**src/rtl/thor2022_rf_scoreboard.sv**
```systemverilog
// Thor2022 register-file scoreboard and write-port arbiter (ALU vs. held memory writeback).
// Optional: define THOR2022_SB_WBBYPASS_EN to treat the register being written this cycle as free.
module thor2022_rf_scoreboard #(
  parameter int STARVE_LIM = 3
) (
  input  logic        clk_i,
  input  logic        rst_ni,
  input  logic        flush_i,
  input  logic        iss_v_i,
  input  logic [5:0]  iss_rt_i,
  input  logic [5:0]  iss_ra_i,
  input  logic [5:0]  iss_rb_i,
  input  logic [5:0]  iss_rc_i,
  output logic        iss_rdy_o,
  input  logic        alu_wb_v_i,
  input  logic [5:0]  alu_wb_rt_i,
  input  logic [63:0] alu_wb_dat_i,
  output logic        alu_wb_rdy_o,
  input  logic        mem_wb_v_i,
  input  logic [5:0]  mem_wb_rt_i,
  input  logic [63:0] mem_wb_dat_i,
  output logic        mem_wb_rdy_o,
  output logic        rf_we_o,
  output logic [5:0]  rf_wa_o,
  output logic [63:0] rf_wd_o,
  output logic [63:0] busy_o
);

  localparam int CW = $clog2(STARVE_LIM + 2);

  logic [63:0]   r_busy;
  logic          r_hold_v;
  logic [5:0]    r_hold_rt;
  logic [63:0]   r_hold_dat;
  logic [CW-1:0] r_starve_cnt;
  logic          r_rf_we;
  logic [5:0]    r_rf_wa;
  logic [63:0]   r_rf_wd;

  logic          w_starved;
  logic          w_hold_win;
  logic          w_alu_win;
  logic          w_mem_acc;
  logic          w_issue;
  logic          w_wr_v;
  logic          w_wr_en;
  logic [5:0]    w_wr_rt;
  logic [63:0]   w_wr_dat;
  logic [63:0]   w_busy_vis;
  logic [63:0]   w_busy_next;

  // Arbitration: ALU has priority unless the held load has lost STARVE_LIM times in a row.
  assign w_starved  = r_hold_v && (r_starve_cnt == CW'(STARVE_LIM));
  assign w_hold_win = r_hold_v && (!alu_wb_v_i || w_starved);
  assign w_alu_win  = alu_wb_v_i && !w_starved;

  assign alu_wb_rdy_o = !w_starved;
  // A draining entry frees the buffer in time for a new load on the same edge.
  assign mem_wb_rdy_o = !r_hold_v || w_hold_win;
  assign w_mem_acc    = mem_wb_v_i && mem_wb_rdy_o;

  assign w_wr_v   = w_hold_win || w_alu_win;
  assign w_wr_rt  = w_hold_win ? r_hold_rt  : alu_wb_rt_i;
  assign w_wr_dat = w_hold_win ? r_hold_dat : alu_wb_dat_i;
  assign w_wr_en  = w_wr_v && (w_wr_rt != 6'd0);

`ifdef THOR2022_SB_WBBYPASS_EN
  assign w_busy_vis = r_rf_we ? (r_busy & ~(64'd1 << r_rf_wa)) : r_busy;
`else
  assign w_busy_vis = r_busy;
`endif

  assign iss_rdy_o = !(w_busy_vis[iss_ra_i] | w_busy_vis[iss_rb_i] |
                       w_busy_vis[iss_rc_i] | w_busy_vis[iss_rt_i]);
  assign w_issue   = iss_v_i && iss_rdy_o;

  // Priority low to high: write-edge clear, issue set, flush.
  always_comb begin
    w_busy_next = r_busy;
    if (r_rf_we) begin
      w_busy_next[r_rf_wa] = 1'b0;
    end
    if (w_issue && (iss_rt_i != 6'd0)) begin
      w_busy_next[iss_rt_i] = 1'b1;
    end
    if (flush_i) begin
      w_busy_next = '0;
    end
    w_busy_next[0] = 1'b0;
  end

  always_ff @(posedge clk_i) begin
    if (!rst_ni) begin
      r_busy <= '0;
    end else begin
      r_busy <= w_busy_next;
    end
  end

  always_ff @(posedge clk_i) begin
    if (!rst_ni) begin
      r_hold_v     <= 1'b0;
      r_hold_rt    <= '0;
      r_hold_dat   <= '0;
      r_starve_cnt <= '0;
    end else begin
      if (w_mem_acc) begin
        r_hold_v   <= 1'b1;
        r_hold_rt  <= mem_wb_rt_i;
        r_hold_dat <= mem_wb_dat_i;
      end else if (w_hold_win) begin
        r_hold_v   <= 1'b0;
      end
      if (!r_hold_v || w_hold_win) begin
        r_starve_cnt <= '0;
      end else begin
        r_starve_cnt <= r_starve_cnt + CW'(1);
      end
    end
  end

  // Writes to register 0 are consumed by arbitration but never reach the port.
  always_ff @(posedge clk_i) begin
    if (!rst_ni) begin
      r_rf_we <= 1'b0;
      r_rf_wa <= '0;
      r_rf_wd <= '0;
    end else begin
      r_rf_we <= w_wr_en;
      if (w_wr_en) begin
        r_rf_wa <= w_wr_rt;
        r_rf_wd <= w_wr_dat;
      end
    end
  end

  assign rf_we_o = r_rf_we;
  assign rf_wa_o = r_rf_wa;
  assign rf_wd_o = r_rf_wd;
  assign busy_o  = r_busy;

endmodule

```
**config.mk**
```make
export PLATFORM = sky130hd
export DESIGN_NAME = thor2022_rf_scoreboard
export DESIGN_NICKNAME = d
export VERILOG_FILES = /design/src/rtl/thor2022_rf_scoreboard.sv
export SDC_FILE = /design/constraint.sdc
export NUM_CORES = 1
export LEC_CHECK = 0
export CAP_MARGIN = 20
export CORE_MARGIN = 5
export CORE_UTILIZATION = 52
export CTS_CLUSTER_SIZE = 25
export DETAILED_ROUTE_END_ITERATION = 8
export HOLD_SLACK_MARGIN = 0.15
export PLACE_DENSITY = 0.86
export SKIP_LAST_GASP = 1
export SLEW_MARGIN = 0
export SYNTH_ARGS = -nofsm -noshare
export SYNTH_HDL_FRONTEND = slang
export SYNTH_SLANG_ARGS = --single-unit
```
**constraint.sdc**
```tcl
create_clock -name clk_i -period 8.95 [get_ports clk_i]
set_input_delay 1.79 -clock clk_i [delete_from_list [all_inputs] [get_ports clk_i]]
set_output_delay 1.79 -clock clk_i [all_outputs]
set_load 0.005 [all_outputs]
```
# After elaboration in Yosys (flattened, before gate mapping)
# Cells that the tools add are included.
[classes]
n_reduce_logical = 21
magnitude_cmp = 7
addsub = 1
n_bitwise = 7
n_eq_ne = 1
n_mux = 18
[ops]
columns = ["cell", "n"]
rows = [
  ["$mux W64", 3],
  ["$and A64 B64 Y64", 1],
  ["$not A64 Y64", 1],
  ["$or A64 B64 Y64", 1],
  ["$lt A6 B7 Y1 const B", 5],
  ["$bmux W1 S6", 4],
  ["$demux W1 S6", 2],
  ["$ge A6 B1 Y1 const B", 2],
  ["$reduce_bool A6 Y1", 2],
  ["$logic_and A1 B1 Y1", 9],
  ["$mux W1", 8],
  ["$mux W6", 1],
  ["$logic_not A1 Y1", 4],
  ["$reduce_or A2 Y1", 2],
  ["$add A3 B1 Y3 const B", 1],
  ["$eq A3 B2 Y1 const B", 1],
  ["$logic_or A1 B1 Y1", 3],
  ["$or A1 B1 Y1", 3],
  ["$reduce_bool A2 Y1", 1],
  ["$not A1 Y1", 1],
]
[word_totals]
wordCells = 64
out_inout_bits = 138
inputBits = 170
regBits = 209

# Longest topological paths before layout
[logic_depth]
word_depth = 9
depth_mapped = 11
ltp_nobuf = 8

# Least setup slack after synthesis
# Ideal clock, no wire load.
[synth_timing]
path_kind = "input to output"
from = "in iss_rb_i[0]"
to = "out iss_rdy_o"
path_buffers = 2
path_stages = 8
t_arrival_ns = 3.612
slack_ns = 3.548
path_cell_list = "buf_2 clkbuf_1 mux4_2 nand2_1 nand3_1 o2111ai_1 and4_1 and3_1"
[synth_via]
elab_chain_cells = 6
[synth_lines]
columns = ["item", "line", "rtl"]
rows = [
  ["start, declared", "12", "input logic [5:0] iss_rb_i,"],
  ["$bmux W1 S6", "73", "assign iss_rdy_o = !(w_busy_vis[iss_ra_i] | w_busy_vis[iss_rb_i] |"],
  ["$mux W1 (implied by the code)", "73", ""],
  ["$or A1 B1 Y1 (2 in a row)", "73", ""],
  ["$or A1 B1 Y1", "74", "w_busy_vis[iss_rc_i] | w_busy_vis[iss_rt_i]);"],
  ["$logic_not A1 Y1", "73", ""],
  ["end, declared", "14", "output logic iss_rdy_o,"],
]
# No other way between the ends. The select of a mux whose other input is x is not followed.

# Worst setup path in the final report
[layout_timing]
from = "in iss_ra_i[1]"
to = "out iss_rdy_o"
[layout_via]
elab_chain_cells = 6
[layout_lines]
columns = ["item", "line", "rtl"]
rows = [
  ["start, declared", "11", "input logic [5:0] iss_ra_i,"],
  ["$bmux W1 S6", "73", ""],
  ["$mux W1 (implied by the code)", "73", ""],
  ["$or A1 B1 Y1 (2 in a row)", "73", ""],
  ["$or A1 B1 Y1", "74", ""],
  ["$logic_not A1 Y1", "73", ""],
]
# No other way between the ends. The select of a mux whose other input is x is not followed.

==> results.json <==
{
  "status": "completed",
  "seq_area_frac_synth_pct": 38.27,
  "placement_rows": 53,
  "drt_pre_antenna_iters": 8,
  "synthDistinctLibCells": 62,
  "grt_usage_pct": 30.24,
  "fp.coreArea_um2": 20820,
  "synth_enable_flop_cells": 0,
  "power.total_w": 0.002269,
  "clkSinkCount": 208,
  "critPathSlowestCell": "clkdlybuf4s50_1",
  "timing_worst_slew_pin_value_ns": 1.033,
  "proportion_of_layout_cells_with_a_drive_suffix_above_1_pct": 11.54,
  "cp_slowest_stage_delay_ns": 1.06,
  "postSynthNetCount": 1413,
  "fin_cells": 1759,
  "global_route.overflow_total": 0,
  "cts_max_path_buffers": 3,
  "crit_fanout": 19,
  "synth-async-reset-ratio_pct": 0,
  "final.setup.tns_ns": 0,
  "finalCriticalPeriod_ns": 7.123,
  "worstPathBufferInverterCount": 2,
  "clock.fmax_mhz": 140.4,
  "ant_nets": 0,
  "synth.cell_area_um2": 10880,
  "setup_viol_count_final": 0,
  "antenna_found_initial": 2,
  "synth_warnings": 0,
  "via_count": 11050,
  "finalCritPeriodShare_pct": 79.58,
  "worst_rel_slew_slack_pct": 31.15,
  "final-hold-violation-count": 0,
  "synth.avg_cell_area_um2": 8.768,
  "worstSetupEndpointType": "primary output",
  "floorplan.initialDensity_pct": 52.26,
  "tritoncts_clock_tree": "done",
  "fp.dieArea_um2": 23920,
  "cts-htree-levels": 1,
  "die_height_um": 154.7,
  "clk-insertion-delay-late_ns": 0.49,
  "synth_cells": 1241,
  "postCtsSetupBuffers": 0,
  "timing_worst_setup_path_type": "input port to primary output",
  "worstPathCellList": "clkdlybuf4s50_1, mux2_2, o311ai_0, a311oi_1, o311ai_0, and4_1, and3_1, clkdlybuf4s50_1",
  "port-buffer-count": 306,
  "clkSlewWorstSetupHoldPaths_ns": 0.06,
  "finish.net_count": 1640,
  "clock-skew-final_ns": 0.009199,
  "final.fill_count": 1591,
  "cpLargestDelayFamily": "buffers and inverters",
  "dr.first_iter.drc_count": 1285,
  "synth_flop_cell": "dfxtp_1",
  "gp_routability_congestion": 0.9703,
  "cellLeakagePower_nw": 5.250,
  "pin_count_of_the_biggest_net_entering_global_routing": 105,
  "maxCapViolCount": 0,
  "place.detailed.instances": 1718,
  "die-width_um": 154.7,
  "cts_inserted_buffers": 21,
  "postRouteWirelength_um": 38340,
  "grt_first_pass_wirelength_um": 59020,
  "num_io_pins": 308,
  "grt_pass1_vias": 10820,
  "netlist.top_cell.by_area": "dfxtp_1",
  "worst_ep_required_time_ns": 7.16,
  "cts_hold_buf": 0,
  "cts_root_buffer": "clkbuf_16",
  "dp.final_hpwl_um": 26670,
  "post_drt_via_cell_ratio": 6.282,
  "setup_repair_after_global_routing_missed_its_margin": "false",
  "route.detailed.drc": 0,
  "startpoint_type": "input port",
  "final_common_cell": "nand2_1",
  "post_cts.resized_instances": 0,
  "power-per-cell-area_nw_per_um2": 155.0,
  "max-vdd-ir-drop_mv": 0.1560,
  "synth_top_area_share_pct": 38.27,
  "dominant_cells_by_area_after_synthesis": "dfxtp_1, nand2_1, mux4_2",
  "layout_common_cells": "nand2_1, clkdlybuf4s50_1, dfxtp_1, nor2_1, a21oi_1",
  "area_delta_synth_final_pct": 34.55,
  "min-delay-path-class": "register to register",
  "wire_per_inst_um": 21.79,
  "synth_seq_cells": 208,
  "timing_max_transition_violations_final": 0,
  "worstPathArrival_ns": 5.33
}
[state kept, by name, indices dropped and copies added, names as in the netlist]
name	flops
rf_we_o	1
rf_wd_o	64
r_hold_v	1
r_hold_dat	64
r_starve_cnt	3
rf_wa_o	6
r_hold_rt	6
busy_o	63
[routing by layer]
layer  vias up  global-route usage (%)  share of wire (%)
li1       4983                       -                  -
met1      5183                   37.07                 36
met2       768                   50.33                 47
met3       114                   9.205                 13
met4         2                   11.14                3.5
met5         -                       0              0.034
[cell families (layout without fill, tap and decap cells)]
family	Yosys count	count (layout)	share of synthesized area, %
DFF	208	208	38.27
muxes	87	87	12.88
adders and majority gates	2	2	0.2299
and+or+nand+nor	498	498	19.54
AOI/OAI and AO/OA	314	314	23.79
buffers and inverters	131	372	5.266
other	1	3	0.03446
[area by class of cell]
class	instances	area, um^2	area share, %
Multi-Input combinational cell	902	6171	42.15
Sequential cell	208	4164	28.44
Timing Repair Buffer	319	3188	21.77
Clock buffer	26	594.3	4.059
Tap cell	275	344.1	2.350
Clock inverter	11	112.6	0.7691
Inverter	16	62.56	0.4273
Antenna cell	2	5.005	0.03418
[per-stage QoR]
step	util, %	hold slack (ns)	cell area [um^2]	setup WS, ns
final	70.32	0.4227	14640	1.827
after global placement	66.69	0.4078	13890	1.852
after CTS	70.09	0.4250	14590	1.788
after detailed placement	66.69	0.4161	13890	1.810
after global routing	70.30	0.4428	14640	1.721
after floorplan	-	0.3974	10880	3.548
[worst paths after layout]
path,from,end,slack (ns),cells after the start
setup reg to reg,r_starve_cnt[0],rf_wd_o[46],5.34,9
setup / recovery,iss_ra_i[1],iss_rdy_o,1.83,8
hold / removal,r_starve_cnt[0],r_starve_cnt[0],0.42,1
hold reg to reg,r_starve_cnt[0],r_starve_cnt[0],0.42,1
[synthesized netlist by cell type, types with 6 or more instances]
master    number
nand2_1      318
dfxtp_1      208
nor2_1        92
clkbuf_1      87
a21oi_1       72
a311oi_1      71
o211ai_1      62
o31ai_2       56
mux4_2        36
mux2i_1       35
nand3_1       22
inv_1         14
mux2_2        12
buf_2         11
nor2b_1       11
o21ai_0       10
buf_6          8
nand2b_1       8
o31ai_1        8
and3_1         7
buf_1          7
nand3b_1       6
nand4_1        6
[worst reg2reg max path, delay by kind of cell (launching register included)]
family | cells | cell delay, ns
buffers and inverters | 2 | 1.46
AOI/OAI and AO/OA | 2 | 0.84
and+or+nand+nor | 3 | 0.54
DFF | 1 | 0.33
adders and majority gates | 2 | 0.33
[power breakdown]
part	internal [W]	total, W	switching [W]
Combinational	0.000178	0.000368	0.000189
Sequential	0.000973	0.00100	0.0000323
Clock	0.000531	0.000896	0.000366
(Power assumes the default switching activity.)
